File: config.mk
export PLATFORM = sky130hd
export DESIGN_NAME = csa_slice_seq_adder
export DESIGN_NICKNAME = d
export VERILOG_FILES = /design/src/rtl/csa_slice_seq_adder.sv
export SDC_FILE = /design/constraint.sdc
export NUM_CORES = 1
export LEC_CHECK = 0
export BUFFER_PORTS_ARGS = -buffer_cell sky130_fd_sc_hd__buf_2
export CORE_ASPECT_RATIO = 0.9
export CORE_MARGIN = 2
export CORE_UTILIZATION = 50
export CTS_CLUSTER_DIAMETER = 80
export DETAILED_ROUTE_END_ITERATION = 10
export GPL_ROUTABILITY_DRIVEN = 1
export PLACE_DENSITY = 0.75
export SETUP_SLACK_MARGIN = 0.1
export SLEW_MARGIN = 20
export SYNTH_ARGS = -nofsm -noshare
export SYNTH_HDL_FRONTEND = slang
export SYNTH_SLANG_ARGS = --single-unit
File: constraint.sdc
create_clock -name clk -period 5.5 [get_ports clk]
set_input_delay 0.825 -clock clk [delete_from_list [all_inputs] [get_ports clk]]
set_output_delay 0.825 -clock clk [all_outputs]
set_load 0.01 [all_outputs]
File: src/rtl/csa_slice_seq_adder.sv
// csa_slice_seq_adder
//
// Multi-cycle wide adder. A WIDTH-bit addition A+B+cin is computed one byte
// at a time, least-significant byte first, through a single 8-bit
// carry-skip adder slice. The carry out of each slice is registered and used
// as the carry into the next slice. Operands are taken on an in_valid/in_ready
// handshake, and the result is offered on an out_valid/out_ready handshake.
//
// Ports:
//   clk        rising-edge clock for all state
//   rst        synchronous, active-high reset (dominant)
//   in_valid   operand set present
//   in_ready   block idle and able to accept operands
//   a, b       WIDTH-bit operands
//   cin        carry into slice 0
//   out_valid  result valid (held until out_ready)
//   out_ready  consumer accepts the result
//   sum        A+B+cin modulo 2^WIDTH
//   cout       carry out of the final slice
//   ovf        two's-complement overflow of the full-width sum
//   busy       high while an operation is in flight or waiting for pickup

module csa_slice_seq_adder #(
  parameter int WIDTH = 32,
  parameter int SLICE = 8
) (
  input  logic             clk,
  input  logic             rst,
  input  logic             in_valid,
  output logic             in_ready,
  input  logic [WIDTH-1:0] a,
  input  logic [WIDTH-1:0] b,
  input  logic             cin,
  output logic             out_valid,
  input  logic             out_ready,
  output logic [WIDTH-1:0] sum,
  output logic             cout,
  output logic             ovf,
  output logic             busy
);

  localparam int NSL  = WIDTH / SLICE;
  localparam int IDXW = (NSL > 1) ? $clog2(NSL) : 1;

  typedef enum logic [1:0] {
    IDLE = 2'd0,
    RUN  = 2'd1,
    DONE = 2'd2
  } state_e;

  state_e            state_q, state_d;
  logic [IDXW-1:0]   idx_q,   idx_d;
  logic              carry_q, carry_d;
  logic [WIDTH-1:0]  a_q,     a_d;
  logic [WIDTH-1:0]  b_q,     b_d;
  logic [WIDTH-1:0]  sum_q,   sum_d;
  logic              cout_q,  cout_d;
  logic              ovf_q,   ovf_d;

  logic [7:0]        sl_a, sl_b, sl_sum;
  logic              sl_cin, sl_cout;
  logic              last_slice;

  assign last_slice = (idx_q == IDXW'(NSL - 1));

  // Operand bytes for the current slice come from the captured operands, so
  // the a/b inputs are free to change once the operation has been accepted.
  assign sl_a   = a_q[int'(idx_q)*SLICE +: SLICE];
  assign sl_b   = b_q[int'(idx_q)*SLICE +: SLICE];
  assign sl_cin = carry_q;

  // 8-bit carry-skip slice built from two 4-bit ripple blocks. When every bit
  // of a block propagates, the block carry-in is forwarded straight to the
  // block carry-out; the result is identical to a plain ripple chain.
  always_comb begin : slice_adder
    logic [7:0] p;
    logic [7:0] g;
    logic [8:0] c;
    p    = sl_a ^ sl_b;
    g    = sl_a & sl_b;
    c    = '0;
    c[0] = sl_cin;
    for (int blk = 0; blk < 2; blk++) begin
      for (int i = 0; i < 4; i++) begin
        c[blk*4+i+1] = g[blk*4+i] | (p[blk*4+i] & c[blk*4+i]);
      end
      if (&p[blk*4 +: 4]) begin
        c[blk*4+4] = c[blk*4];
      end
    end
    sl_sum  = p ^ c[7:0];
    sl_cout = c[8];
  end

  // State register plus all datapath registers; reset wins over everything.
  always_ff @(posedge clk) begin
    if (rst) begin
      state_q <= IDLE;
      idx_q   <= '0;
      carry_q <= 1'b0;
      a_q     <= '0;
      b_q     <= '0;
      sum_q   <= '0;
      cout_q  <= 1'b0;
      ovf_q   <= 1'b0;
    end else begin
      state_q <= state_d;
      idx_q   <= idx_d;
      carry_q <= carry_d;
      a_q     <= a_d;
      b_q     <= b_d;
      sum_q   <= sum_d;
      cout_q  <= cout_d;
      ovf_q   <= ovf_d;
    end
  end

  // Next-state logic. DONE returns to IDLE only, so a new operand can never
  // be taken on the same edge the previous result is handed off.
  always_comb begin
    state_d = state_q;
    unique case (state_q)
      IDLE:    if (in_valid)   state_d = RUN;
      RUN:     if (last_slice) state_d = DONE;
      DONE:    if (out_ready)  state_d = IDLE;
      default: state_d = IDLE;
    endcase
  end

  // Datapath next values: capture in IDLE, one byte per edge in RUN.
  always_comb begin
    idx_d   = idx_q;
    carry_d = carry_q;
    a_d     = a_q;
    b_d     = b_q;
    sum_d   = sum_q;
    cout_d  = cout_q;
    ovf_d   = ovf_q;
    unique case (state_q)
      IDLE: begin
        if (in_valid) begin
          a_d     = a;
          b_d     = b;
          carry_d = cin;
          idx_d   = '0;
        end
      end
      RUN: begin
        sum_d[int'(idx_q)*SLICE +: SLICE] = sl_sum;
        carry_d = sl_cout;
        if (last_slice) begin
          // The top slice's carry ends here; it never wraps into slice 0.
          cout_d = sl_cout;
          ovf_d  = (a_q[WIDTH-1] == b_q[WIDTH-1]) && (sl_sum[7] != a_q[WIDTH-1]);
          idx_d  = '0;
        end else begin
          idx_d  = idx_q + IDXW'(1);
        end
      end
      default: ;
    endcase
  end

  // Handshake outputs are decoded purely from registered state.
  always_comb begin
    in_ready  = (state_q == IDLE);
    out_valid = (state_q == DONE);
    busy      = (state_q != IDLE);
  end

  assign sum  = sum_q;
  assign cout = cout_q;
  assign ovf  = ovf_q;

endmodule

==> reports/results.ini <==
[outcome]
status = complete, no violations

[synthesis]
synth-edff-count = 0
synthCells = 497
yosys-top-cells-area = dfxtp_1, nand2_1, mux4_2, a21oi_1, a2bb2oi_1
yosysWarnings = 0
synth_top_area_frac = 0.4610
synth_top_flop_cell = dfxtp_1
async_reset_ff_frac = 0
synth_top_area_cell = dfxtp_1
syn_nets = 588
synth_cell_types = 36
ys_seq_area_frac = 0.4610
syn_avg_cell_area_um2 = 9.000
syn-cell-area_mm2 = 0.004473
synth_seq_cells = 103

[global_routing]
gr-usage-all-layers = 0.2280
grt_max_degree = 69
grt_overflow = 0
grt_pass1_wl_mm = 17.54
grt_pass1_vias = 3648
antenna_found_initial = 0

[sta]
period_minus_slack_ns = 4.801
fin_setup_tns_ns = 0
skew_ns = 0.01375
tightest_slew_ns = 0.8650
post-route-period-util = 0.8729
slew_viol_final = 0
relSlewSlack = 0.4233
hold_viol = 0
rsz0062_at_grt = false
max_freq_mhz = 208.3
setup_viol = 0

[floorplan]
initial_core_util = 0.5172
die_area_mm2 = 0.009720
die_w_um = 103.7
die_h_um = 93.73
coreArea_mm2 = 0.008648
fp-row-count = 32
pin_count = 106

[detailed_routing]
wl_mm = 10.55
vias = 3741
via_per_inst = 5.262
drt-initial-drc-count = 214
drt-pass1-iter-count = 5
ant_nets = 0
wl_per_cell_um = 14.84
drc = 0

[layout]
diodes = 0
drive_gt1_frac = 0.2551
final_cells = 711
area_delta_synth_final_pct = 16.81
nets = 678

[worst_hold_path]
worstHoldPathCells = 2
hp-start = b_q[4]
hp-class = reg -> reg
hold-path-endpoint = b_q[4]

[pwr]
leakagePower_nw = 2.219
clkPwrFrac = 0.297
p_switching_mw = 0.4192
irDropWorstVdd_v = 0.0001563
p_int_mw = 1.056
seq_power_share = 0.544
switching_share = 0.2841
p_per_area_mw_per_mm2 = 282.4
p_comb_frac = 0.159
p_total_mw = 1.475

[cts]
numCtsBuffers = 9
cts_htree_levels = 3
tritoncts = yes
cts_root_buffer = clkbuf_8
clk_path_buf_depth = 2
cts_sinks = 103
clk_latency_ns = 0.37
post_cts_buffers = 0
postCtsHoldBufs = 0
post_cts_resize_count = 0
clk_pin_slew_ns = 0.10

[placed_design]
placed_cells = 694
routabilityCongestion = 0.8336
io_buffer_count = 105
dp_hpwl_mm = 7.647

[worst_setup_path]
cp-end-kind = register
crit_family = adder cells
slowest_delay_ns = 0.50
path_class = reg -> reg
worst-path-max-fanout = 11
cp_common_cell = fa_1
rrSetupSlack_ns = 0.70
required_ns = 5.78
cp.arrival_ns = 5.08
path_buf_inv = 3
rr_startpoint = idx_q[0]
worstSetupStartpointType = register
r2r_end = ovf
cp_cell_sequence = buf_4 -> mux4_2 -> fa_1 -> inv_1 -> fa_1 -> fa_1 -> fa_1 -> nand2_1 -> o21ai_0 -> fa_1 -> fa_1 -> fa_1 -> inv_1 -> fa_1 -> nor2_1 -> a21oi_1 -> a211oi_1
crit_slowest_cell = dfxtp_1
rr_worst_depth = 17

[job]
cap_violations = 0

==> cell usage after synthesis, drive strengths merged, types with 2 or more instances <==
library cell,number
a21oi,68
a22oi,8
a2bb2oi,24
a31oi,2
and2,2
buf,17
clkbuf,15
dfxtp,103
fa,8
ha,14
inv,19
mux4,16
nand2,138
nand2b,2
nand3,2
nand4,3
nor2,39
o21ai,2
or3b,2
==> cell type report <==
class                   count  area, um^2
clock buffers               9       123.9
multi-input cells         343        2180
inverters                  19       71.32
fillers                   773        3423
repair buffers            111       583.1
flip-flops and latches    103        2062
clock inverters             7       56.30
well taps                 119       148.9
==> tightest hold or removal path: stages (launching register included) <==
cell and delay [ns]:
dfxtp_1 0.32, nand2_1 0.05, a21oi_1 0.05
==> layer usage <==
metal / vias up / wire, um / track usage
li1: 1854 / - / -
met1: 1756 / 4807 / 0.3033
met2: 115 / 4977 / 0.3819
met3: 16 / 653 / 0.04993
met4: 0 / 116 / 0.05968
met5: - / 0 / 0
==> power by group through the flow <==
stage	combinational [mW]	sequential [mW]	clock (mW)
after floorplan	0.167	0.812	0
after global placement	0.228	0.818	0
after detailed placement	0.234	0.819	0
after global routing	0.260	0.807	0.477
after CTS	0.234	0.802	0.447
final	0.235	0.802	0.439
==> how the worst max path moves through the flow <==
| stage | from | to | slack (ns) | cells after the start |
|---|---|---|---|---|
| 6_report | idx_q[0] | ovf | 0.70 | 17 |
| 5_1_grt | idx_q[0] | ovf | 0.36 | 17 |
| 4_1_cts | idx_q[0] | ovf | 0.68 | 17 |
| 3_5_place_dp | idx_q[0] | ovf | 0.69 | 17 |
| 3_3_place_gp | idx_q[0] | ovf | 0.84 | 17 |
| 2_1_floorplan | idx_q[1] | ovf | 0.92 | 18 |
==> registers in the layout, summed over array words and instances (netlist names) <==
register and cells:
a_q 32, b_q 32, carry_q 1, cout 1, idx_q 2, ovf 1, state_q 2, sum 32
==> cells by family (layout without fill, tap and decap cells) <==
family,Yosys count,count (layout),share of synthesized area
adder cells (fa/ha/maj),22,22,0.07496
multiplexers,17,17,0.08308
AND/OR/NAND/NOR,198,198,0.1838
buffers and inverters,51,146,0.05203
flip-flops,103,103,0.4610
AO/OA/AOI/OAI,106,106,0.1452
==> cell usage in the layout, fill, tap and decap left out, types with 3 or more instances in the layout <==
cell / instances
a2bb2oi_1: 24
clkbuf_8: 9
clkinv_4: 3
buf_4: 5
buf_2: 105
a22oi_1: 8
ha_1: 14
mux4_2: 16
inv_1: 18
nand4_1: 3
nor2_1: 39
nand2_1: 138
a21oi_1: 68
fa_1: 8
dfxtp_1: 103
==> stage by stage <==
| stage | setup WS, ns | hold WS [ns] | instance area (um^2) | utilization |
|---|---|---|---|---|
| finish | 0.6993 | 0.4554 | 5225 | 0.6042 |
| global route | 0.3582 | 0.4731 | 5225 | 0.6042 |
| CTS | 0.6782 | 0.4606 | 5205 | 0.6019 |
| detailed placement | 0.6935 | 0.4465 | 5025 | 0.5810 |
| global placement | 0.8364 | 0.4416 | 5025 | 0.5810 |
| floorplan | 0.9201 | 0.4331 | 4473 | - |
Note: power is estimated with default switching activity, not from simulation.
